===== src/rtl/zero_compress_32to16.sv =====
// Purpose: narrow 2*OUT_W-bit words to OUT_W-bit beats; a word with a zero upper half goes out as one compressed beat.
// Latency: first beat is valid one cycle after the word is accepted; full words take a second beat.
// Backpressure: out_ready low holds the current beat stable; in_ready is high only in IDLE and ignores out_ready.
module zero_compress_32to16 #(
    parameter int OUT_W = 16,
    parameter int CNT_W = 16
) (
    input  logic                 clk,
    input  logic                 rst,
    input  logic                 in_valid,
    output logic                 in_ready,
    input  logic [2*OUT_W-1:0]   in_data,
    output logic                 out_valid,
    input  logic                 out_ready,
    output logic [OUT_W-1:0]     out_data,
    output logic                 out_first,
    output logic                 out_last,
    output logic                 out_compressed,
    output logic [CNT_W-1:0]     cnt_comp,
    output logic [CNT_W-1:0]     cnt_full
);

    typedef enum logic [1:0] {
        IDLE    = 2'd0,
        SEND_LO = 2'd1,
        SEND_HI = 2'd2
    } state_t;

    localparam logic [CNT_W-1:0] CNT_MAX = {CNT_W{1'b1}};
    localparam logic [CNT_W-1:0] CNT_ONE = CNT_W'(1);

    state_t               state;
    logic [2*OUT_W-1:0]   word_reg;
    logic                 zflag;

    // Upper half of the incoming word is zero: the receiver can rebuild it by zero extension.
    logic                 in_upper_zero;
    assign in_upper_zero = (in_data[2*OUT_W-1:OUT_W] == '0);

    // Single FSM: captures the word, sequences beats, keeps statistics; all outputs are registered
    // so they depend only on state and word_reg and cannot glitch during a stall.
    always_ff @(posedge clk or posedge rst) begin
        if (rst) begin
            state          <= IDLE;
            word_reg       <= '0;
            zflag          <= 1'b0;
            cnt_comp       <= '0;
            cnt_full       <= '0;
            in_ready       <= 1'b1;
            out_valid      <= 1'b0;
            out_data       <= '0;
            out_first      <= 1'b0;
            out_last       <= 1'b0;
            out_compressed <= 1'b0;
        end else begin
            case (state)
                IDLE: begin
                    // in_ready is high in this state, so in_valid alone completes the handshake.
                    if (in_valid) begin
                        word_reg       <= in_data;
                        zflag          <= in_upper_zero;
                        state          <= SEND_LO;
                        in_ready       <= 1'b0;
                        out_valid      <= 1'b1;
                        out_data       <= in_data[OUT_W-1:0];
                        out_first      <= 1'b1;
                        out_last       <= in_upper_zero;
                        out_compressed <= in_upper_zero;
                    end
                end

                SEND_LO: begin
                    if (out_ready) begin
                        if (zflag) begin
                            // Compressed word finished with this single beat.
                            if (cnt_comp != CNT_MAX) begin
                                cnt_comp <= cnt_comp + CNT_ONE;
                            end
                            state          <= IDLE;
                            in_ready       <= 1'b1;
                            out_valid      <= 1'b0;
                            out_data       <= '0;
                            out_first      <= 1'b0;
                            out_last       <= 1'b0;
                            out_compressed <= 1'b0;
                        end else begin
                            // Low half delivered; present the upper half next.
                            state          <= SEND_HI;
                            out_data       <= word_reg[2*OUT_W-1:OUT_W];
                            out_first      <= 1'b0;
                            out_last       <= 1'b1;
                            out_compressed <= 1'b0;
                        end
                    end
                end

                SEND_HI: begin
                    if (out_ready) begin
                        if (cnt_full != CNT_MAX) begin
                            cnt_full <= cnt_full + CNT_ONE;
                        end
                        state          <= IDLE;
                        in_ready       <= 1'b1;
                        out_valid      <= 1'b0;
                        out_data       <= '0;
                        out_first      <= 1'b0;
                        out_last       <= 1'b0;
                        out_compressed <= 1'b0;
                    end
                end

                default: begin
                    // Unreachable encoding: fall back to a clean idle.
                    state          <= IDLE;
                    in_ready       <= 1'b1;
                    out_valid      <= 1'b0;
                    out_data       <= '0;
                    out_first      <= 1'b0;
                    out_last       <= 1'b0;
                    out_compressed <= 1'b0;
                end
            endcase
        end
    end

endmodule


===== config.mk =====
export PLATFORM = sky130hd
export DESIGN_NAME = zero_compress_32to16
export DESIGN_NICKNAME = d
export VERILOG_FILES = /design/src/rtl/zero_compress_32to16.sv
export SDC_FILE = /design/constraint.sdc
export NUM_CORES = 1
export LEC_CHECK = 0
export ABC_AREA = 1
export CORE_UTILIZATION = 45
export CTS_CLUSTER_SIZE = 12
export DETAILED_ROUTE_END_ITERATION = 8
export GPL_TIMING_DRIVEN = 0
export PLACE_DENSITY = 0.73
export SKIP_CTS_REPAIR_TIMING = 1
export SLEW_MARGIN = 30
export SYNTH_ARGS = -nofsm -noshare
export SYNTH_HDL_FRONTEND = slang
export SYNTH_SLANG_ARGS = --single-unit

===== constraint.sdc =====
create_clock -name clk -period 2.1 [get_ports clk]
set_input_delay 0.21 -clock clk [delete_from_list [all_inputs] [get_ports clk]]
set_output_delay 0.21 -clock clk [all_outputs]
set_load 0.01 [all_outputs]

==> flow_summary.rst, run 1 <==
.. list-table::
   :header-rows: 1

   * - Metric
     - Value
   * - Run status
     - finished clean
   * - Endpoint of the lowest-slack register-to-register path
     - out_data[12]
   * - Nature of the critical path endpoint
     - register
   * - Number of setup violations in the final report
     - 0
   * - X dimension of the die
     - ~93 µm
   * - Post-route cell area
     - about 5000 µm²
   * - GP Congestion
     - 0.8477
   * - Switching power total
     - 1.821 mW
   * - Clock share of power
     - approximately 26%
   * - Detail-routed net length per standard cell
     - 12.54 µm
   * - Start point of the critical path
     - state[1]
   * - Worst setup slack after placement
     - ~0.33 ns
   * - Critical Path RT
     - 2.38 ns
   * - Num CTS Buffers
     - 9
   * - Xor/xnor share of the synthesized area
     - under 10%
   * - Worst Max-Slew Pin Slew
     - 0.5210 ns
   * - Share of cells above drive strength 1
     - 8.048%
   * - Utilization after layout
     - 63.93%
   * - Number of design rule violations left after detail routing
     - 0
   * - Synthesized instance count
     - 479
   * - Sequential cell fraction of total power
     - 37.3%
   * - Count of cells along the worst register-to-register path
     - 8
   * - Sink count of the clock tree
     - 72
   * - Grt ovf
     - 0
   * - Power Density
     - 1048 nW/µm²
   * - Reg2reg setup slack
     - 0.31 ns
   * - Yosys top cell by area
     - dfrtp_1
   * - Layout area overhead
     - 34.47%
   * - Number of global-route vias before repair
     - roughly 3,300
   * - Pin count of the biggest net entering global routing
     - 52
   * - Total iterations of the first detailed-routing run
     - 4
   * - Maxcap violations
     - 0
   * - Number of endpoints with negative hold slack in the final report
     - 0
   * - First-pass GRT wire length
     - between 10 and 15 mm
   * - Static leakage
     - about 2.4 nW
   * - Largest driver fanout on the critical path
     - 10
   * - Share of the clock period used by the worst path
     - 85.10%
   * - Final wirelength
     - ~8.6 mm
   * - Worst clock skew
     - 0.006388 ns
   * - Root Buffer Master
     - clkbuf_8
   * - Average vias per placed instance
     - 5.007
   * - Longest Clk Path Bufs
     - 2
   * - Commonest cells post-synth
     - nand2_1, dfrtp_1, inv_1
   * - Overall Global Routing Usage
     - 21.76%
   * - Number of synthesized register bits
     - 72
   * - Startpoint type of the worst setup path
     - register
   * - Final net count
     - 620
   * - Ant diodes
     - 0
   * - Full die area
     - 8702 µm²
   * - Unrepaired setup endpoints after global routing
     - no
   * - Warnings from Yosys
     - 0
   * - Design Power
     - 5.285 mW
   * - Drt initial violations
     - 154
   * - Post-synthesis instance area
     - about 3700 µm²
   * - TNS Setup
     - 0 ns
   * - Most numerous cell in the Yosys netlist
     - nand2_1
   * - Relative slew margins
     - approximately two thirds
   * - Share of cell area taken by muxes after synthesis
     - 0%
   * - Mapped Nets
     - 520
   * - Async SR Flop Fraction
     - 100.0%
   * - Mean instance size in the synthesized netlist
     - 7.828 µm²
   * - H-tree levels
     - 3
   * - Worst hold-check slack
     - about 0.18 ns
   * - Part of the total power dissipated in combinational logic
     - 36.8%
   * - Complex-gate fraction of the synthesized area
     - 7.274%
   * - Placed Cells incl. Taps
     - 670
   * - Pins over their slew limit
     - 0
   * - Class of the most critical hold timing path
     - in -> async
   * - Post-Synth Adder-Cell Area
     - under 10%
   * - Count of input and output buffers
     - a little under 90
   * - Library cells used by synthesis
     - 28
   * - Most used flip-flop cell after synthesis
     - dfrtp_1
   * - Endpoint of the most critical setup path
     - out_data[12]
   * - Non-filler instance count after layout
     - 686
   * - CP arrival
     - 2.07 ns
   * - Reg clk slew, reported paths
     - approximately 0.08 ns
   * - Sequential cell area fraction in the yosys report
     - 48.08%
   * - CTS tree
     - done
   * - Initial Utilization
     - a little under half
   * - Path type of the worst setup path
     - reg -> reg
   * - Number of synthesized flops with an enable pin
     - 0
   * - Number of vias in the routed layout
     - 3,435
   * - Antenna violations before repair
     - 0
   * - Min setup slack post-route
     - about 0.31 ns
   * - Dpl cell area
     - between 4000 and 5000 µm²
   * - Min Tclk post-route
     - 1.787 ns
   * - Largest family of logic cells by synthesized area
     - simple AND/OR/NAND/NOR gates
   * - Insertion delay to the later sink of the worst-skew pair
     - roughly 0.35 ns
   * - Total core area
     - 7888 µm²
   * - Launch instance of the worst register-to-register path
     - state[1]
   * - Internal power component
     - 3.464 mW
   * - Worst vdd ir
     - a little under 700 µV
   * - Ports placed on the boundary
     - 89
   * - Switching power share of the total
     - 34.45%
   * - Antenna viol nets, final
     - 0
   * - Upper clock frequency limit
     - around 0.56 GHz
   * - Cell Rows
     - 32
   * - Area share of the largest cell type after synthesis
     - 47.38%
   * - Die boundary height
     - between 90 and 100 µm
   * - Leading cell types by total area after synthesis
     - dfrtp_1, nand2_1, a22o_1, inv_1, nor2_1
   * - Area fraction in and, or, nand and nor cells after synthesis
     - 34.33%
   * - Detailed placer's ending HPWL
     - approximately 6.4 mm
## worst max-delay path, cell delays in order, from the launching register on
cell and delay (ns):
dfrtp_1 0.39, inv_1 0.10, ha_1 0.17, inv_1 0.09, nor2_2 0.30, clkbuf_1 0.36, a22o_1 0.19, nand2_1 0.06
nand2_1 0.06
## layout make-up
class | instances | area (µm²)
Sequential cell | 72 | 1803
Tap cell | 102 | 127.6
Clock inverter | 6 | 116.4
Buffer | 14 | 93.84
Timing Repair Buffer | 89 | 908.4
Multi-Input combinational cell | 355 | 1710
Clock buffer | 10 | 137.6
Fill cell | 703 | 2845
Inverter | 38 | 145.1
## power by group through the flow
stage | logic [mW] | registers [mW] | clock network (mW)
floorplan | 1.14 | 2.04 | 0
global placement | 1.91 | 1.99 | 0
detailed placement | 1.96 | 1.99 | 0
CTS | 1.98 | 1.97 | 1.39
global route | 2.20 | 2.02 | 1.45
finish | 1.94 | 1.97 | 1.37
## worst min-delay path by stage
stage	cells past startpoint	end	from
floorplan	2	word_reg[16]	in_data[16]
global placement	2	in_ready	in_ready
detailed placement	2	in_ready	in_ready
CTS	2	cnt_comp[3]	rst
global route	2	cnt_comp[3]	rst
finish	2	cnt_comp[3]	rst
## cells by family after synthesis
| group | Yosys count |
|---|---|
| adder cells (fa/ha/maj) | 5 |
| XOR/XNOR | 10 |
| flip-flops | 72 |
| buffers and inverters | 52 |
| AND/OR/NAND/NOR | 298 |
| AO/OA/AOI/OAI | 42 |
## routing by layer
layer	track usage, %	part of all wire, %	up-vias
met3	4.146	4.4	10
li1	-	-	1713
met5	0	0	-
met4	7.436	1.3	0
met2	36.15	49	76
met1	28.46	46	1636
## cell usage in the layout (no fill, tap or decap), types with 9 or more instances in the layout
cell type and n:
a22o_1 16, clkbuf_8 10, o21ai_0 22, inv_1 32, clkdlybuf4s50_1 88, nand3_1 19, nand3b_1 14, nand2_1 209
dfrtp_1 71, nor2_1 30, nand4_1 9
Power figures use the tool's default switching activity.
==> run 2, diff against run 1 <==
- CORE_UTILIZATION: 45 -> 40
- PLACE_DENSITY: 0.73 -> 0.66
==> run 2 against run 1 <==
Net effect:
- cell count increased by 0.73%
- first-iteration DRC count decreased by 25%
- non-clock buffer count unchanged
- critical endpoint unchanged
==> flow_summary.rst, run 2 (synthesized netlist as in run 1, its figures left out) <==
.. list-table::
   :header-rows: 1

   * - Metric
     - Value
   * - Run status
     - finished clean (unchanged)
   * - Ant diodes
     - 0 (unchanged)
   * - Number of design rule violations left after detail routing
     - 0 (unchanged)
   * - Nature of the critical path endpoint
     - register (unchanged)
   * - Worst vdd ir
     - 431.4 µV (was 696.4 µV)
   * - Average vias per placed instance
     - 4.887 (was 5.007)
   * - Grt ovf
     - 0 (unchanged)
   * - Most frequent cells in the layout
     - nand2_1, clkdlybuf4s50_1, dfrtp_1, inv_1, nor2_1 (unchanged)
   * - Final net count
     - 620 (unchanged)
   * - Antenna viol nets, final
     - 0 (unchanged)
   * - Min setup slack post-route
     - 0.3093 ns (was 0.3128 ns)
   * - Cell Rows
     - 34 (was 32)
   * - Detail-routed net length per standard cell
     - 12.55 µm (was 12.54 µm)
   * - Reg clk slew, reported paths
     - 0.08 ns (about the same)
   * - Placed Cells incl. Taps
     - 676 (was 670)
   * - Min Tclk post-route
     - 1.791 ns (was 1.787 ns)
   * - Worst Max-Slew Pin Slew
     - 0.5688 ns (was 0.5210 ns)
   * - Met3 wire len
     - 447 µm (was 378 µm)
   * - Pin count of the biggest net entering global routing
     - 42 (was 52)
   * - Total core area
     - 8891 µm² (was 7888 µm²)
   * - Final wirelength
     - 8.671 mm (was 8.605 mm)
   * - Routed length on met1
     - 4.107 mm (was 3.919 mm)
   * - Critical Path RT
     - 2.38 ns (about the same)
   * - Power Density
     - 1002 nW/µm² (was 1048 nW/µm²)
   * - Longest Clk Path Bufs
     - 2 (unchanged)
   * - TNS Setup
     - 0 ns (unchanged)
   * - Full die area
     - 9765 µm² (was 8702 µm²)
   * - Layout area overhead
     - 32.67% (was 34.47%)
   * - Unrepaired setup endpoints after global routing
     - no (unchanged)
   * - CTS tree
     - done (unchanged)
   * - Total iterations of the first detailed-routing run
     - 6 (was 4)
   * - Root Buffer Master
     - clkbuf_8 (unchanged)
   * - Detailed placer's ending HPWL
     - 6.421 mm (was 6.367 mm)
   * - Largest driver fanout on the critical path
     - 10 (unchanged)
   * - Number of setup violations in the final report
     - 0 (unchanged)
   * - Overall Global Routing Usage
     - 19.25% (was 21.76%)
   * - Utilization after layout
     - 55.95% (was 63.93%)
   * - Number of vias in the routed layout
     - 3,377 (was 3,435)
   * - Relative slew margins
     - 61.87% (was 65.08%)
   * - First-pass GRT wire length
     - 14.96 mm (was 14.87 mm)
   * - Detail Route met2 WL
     - 4.025 mm (was 4.194 mm)
   * - Number of endpoints with negative hold slack in the final report
     - 0 (unchanged)
   * - CP arrival
     - 2.07 ns (about the same)
   * - Share of the clock period used by the worst path
     - 85.27% (was 85.10%)
   * - Drt initial violations
     - 115 (was 154)
   * - Share of cells above drive strength 1
     - 7.719% (was 8.048%)
   * - Class of the most critical hold timing path
     - in -> async (unchanged)
   * - Maxcap violations
     - 0 (unchanged)
   * - Count of input and output buffers
     - 88 (unchanged)
   * - Worst setup slack after placement
     - 0.3273 ns (was 0.3264 ns)
   * - GP Congestion
     - 0.7993 (was 0.8477)
   * - Insertion delay to the later sink of the worst-skew pair
     - 0.34 ns (was 0.35 ns)
   * - Most frequent standard cell in the layout excluding fill and tap cells
     - nand2_1 (unchanged)
   * - Ports placed on the boundary
     - 89 (unchanged)
   * - Pins over their slew limit
     - 0 (unchanged)
   * - Sink count of the clock tree
     - 72 (unchanged)
   * - Path type of the worst setup path
     - reg -> reg (unchanged)
   * - Antenna violations before repair
     - 0 (unchanged)
   * - H-tree levels
     - 3 (unchanged)
   * - Non-filler instance count after layout
     - 691 (was 686)
   * - Top routing layer in use
     - met4 (unchanged)
   * - Static leakage
     - 2.340 nW (was 2.371 nW)
   * - Upper clock frequency limit
     - 0.5584 GHz (was 0.5595 GHz)
   * - Worst clock skew
     - 0.006472 ns (was 0.006388 ns)
   * - X dimension of the die
     - 98.82 µm (was 93.29 µm)
   * - Number of global-route vias before repair
     - 3,260 (was 3,285)
   * - Startpoint type of the worst setup path
     - register (unchanged)
   * - Num CTS Buffers
     - 9 (unchanged)
   * - Initial Utilization
     - 42.18% (was 47.54%)
   * - Die boundary height
     - 98.82 µm (was 93.29 µm)
run 2: area by class of cell:
cell class	count	area, µm²
fillers	849	3916
flip-flops and latches	72	1803
multi-input cells	355	1710
repair buffers	89	900.9
inverters	38	145.1
clock buffers	11	141.4
well taps	108	135.1
plain buffers	14	93.84
clock inverters	4	45.04
run 2: power breakdown:
part	switching, mW	internal (mW)	total [mW]
combinational	1.05	0.882	1.93
sequential	0.223	1.75	1.98
clock	0.510	0.569	1.08
run 2: worst paths after layout:
path,startpoint,end,slack (ns),cells after the start
max in group asynchronous,rst,in_ready,1.23,3
min in group clk,in_data[26],word_reg[26],0.44,3
max reg2reg,state[1],out_data[12],0.31,8
min reg2reg,in_ready,in_ready,0.47,2
max,state[1],out_data[12],0.31,8
min,rst,cnt_comp[10],0.25,2
run 2: critical path, cell delays in order (launching register included):
cell and delay (ns):
dfrtp_1 0.38, inv_1 0.10, ha_1 0.17, inv_1 0.09
nor2_2 0.32, clkbuf_1 0.38, a22o_1 0.19, nand2_1 0.05
nand2_1 0.07
run 2: per-stage QoR:
step / cell area [µm²] / power (mW) / hold WS (ns)
6_report: 4975 / 4.983 / 0.2526
2_1_floorplan: 3750 / 3.180 / 0.3754
4_1_cts: 4975 / 5.041 / 0.2723
5_1_grt: 4975 / 5.364 / 0.3084
3_5_place_dp: 4788 / 3.949 / 0.4557
3_3_place_gp: 4766 / 3.915 / 0.4539
run 2: layer usage:
layer / up-vias / track usage, %
met5: - / 0
met3: 8 / 4.468
met1: 1564 / 25.16
li1: 1716 / -
met2: 89 / 31.47
met4: 0 / 6.544
==> run 3, diff against run 2 <==
- HOLD_SLACK_MARGIN: default -> 0.05
==> results of run 3 <==
No change in the layout: final DEF, timing and power equal those of run 2.
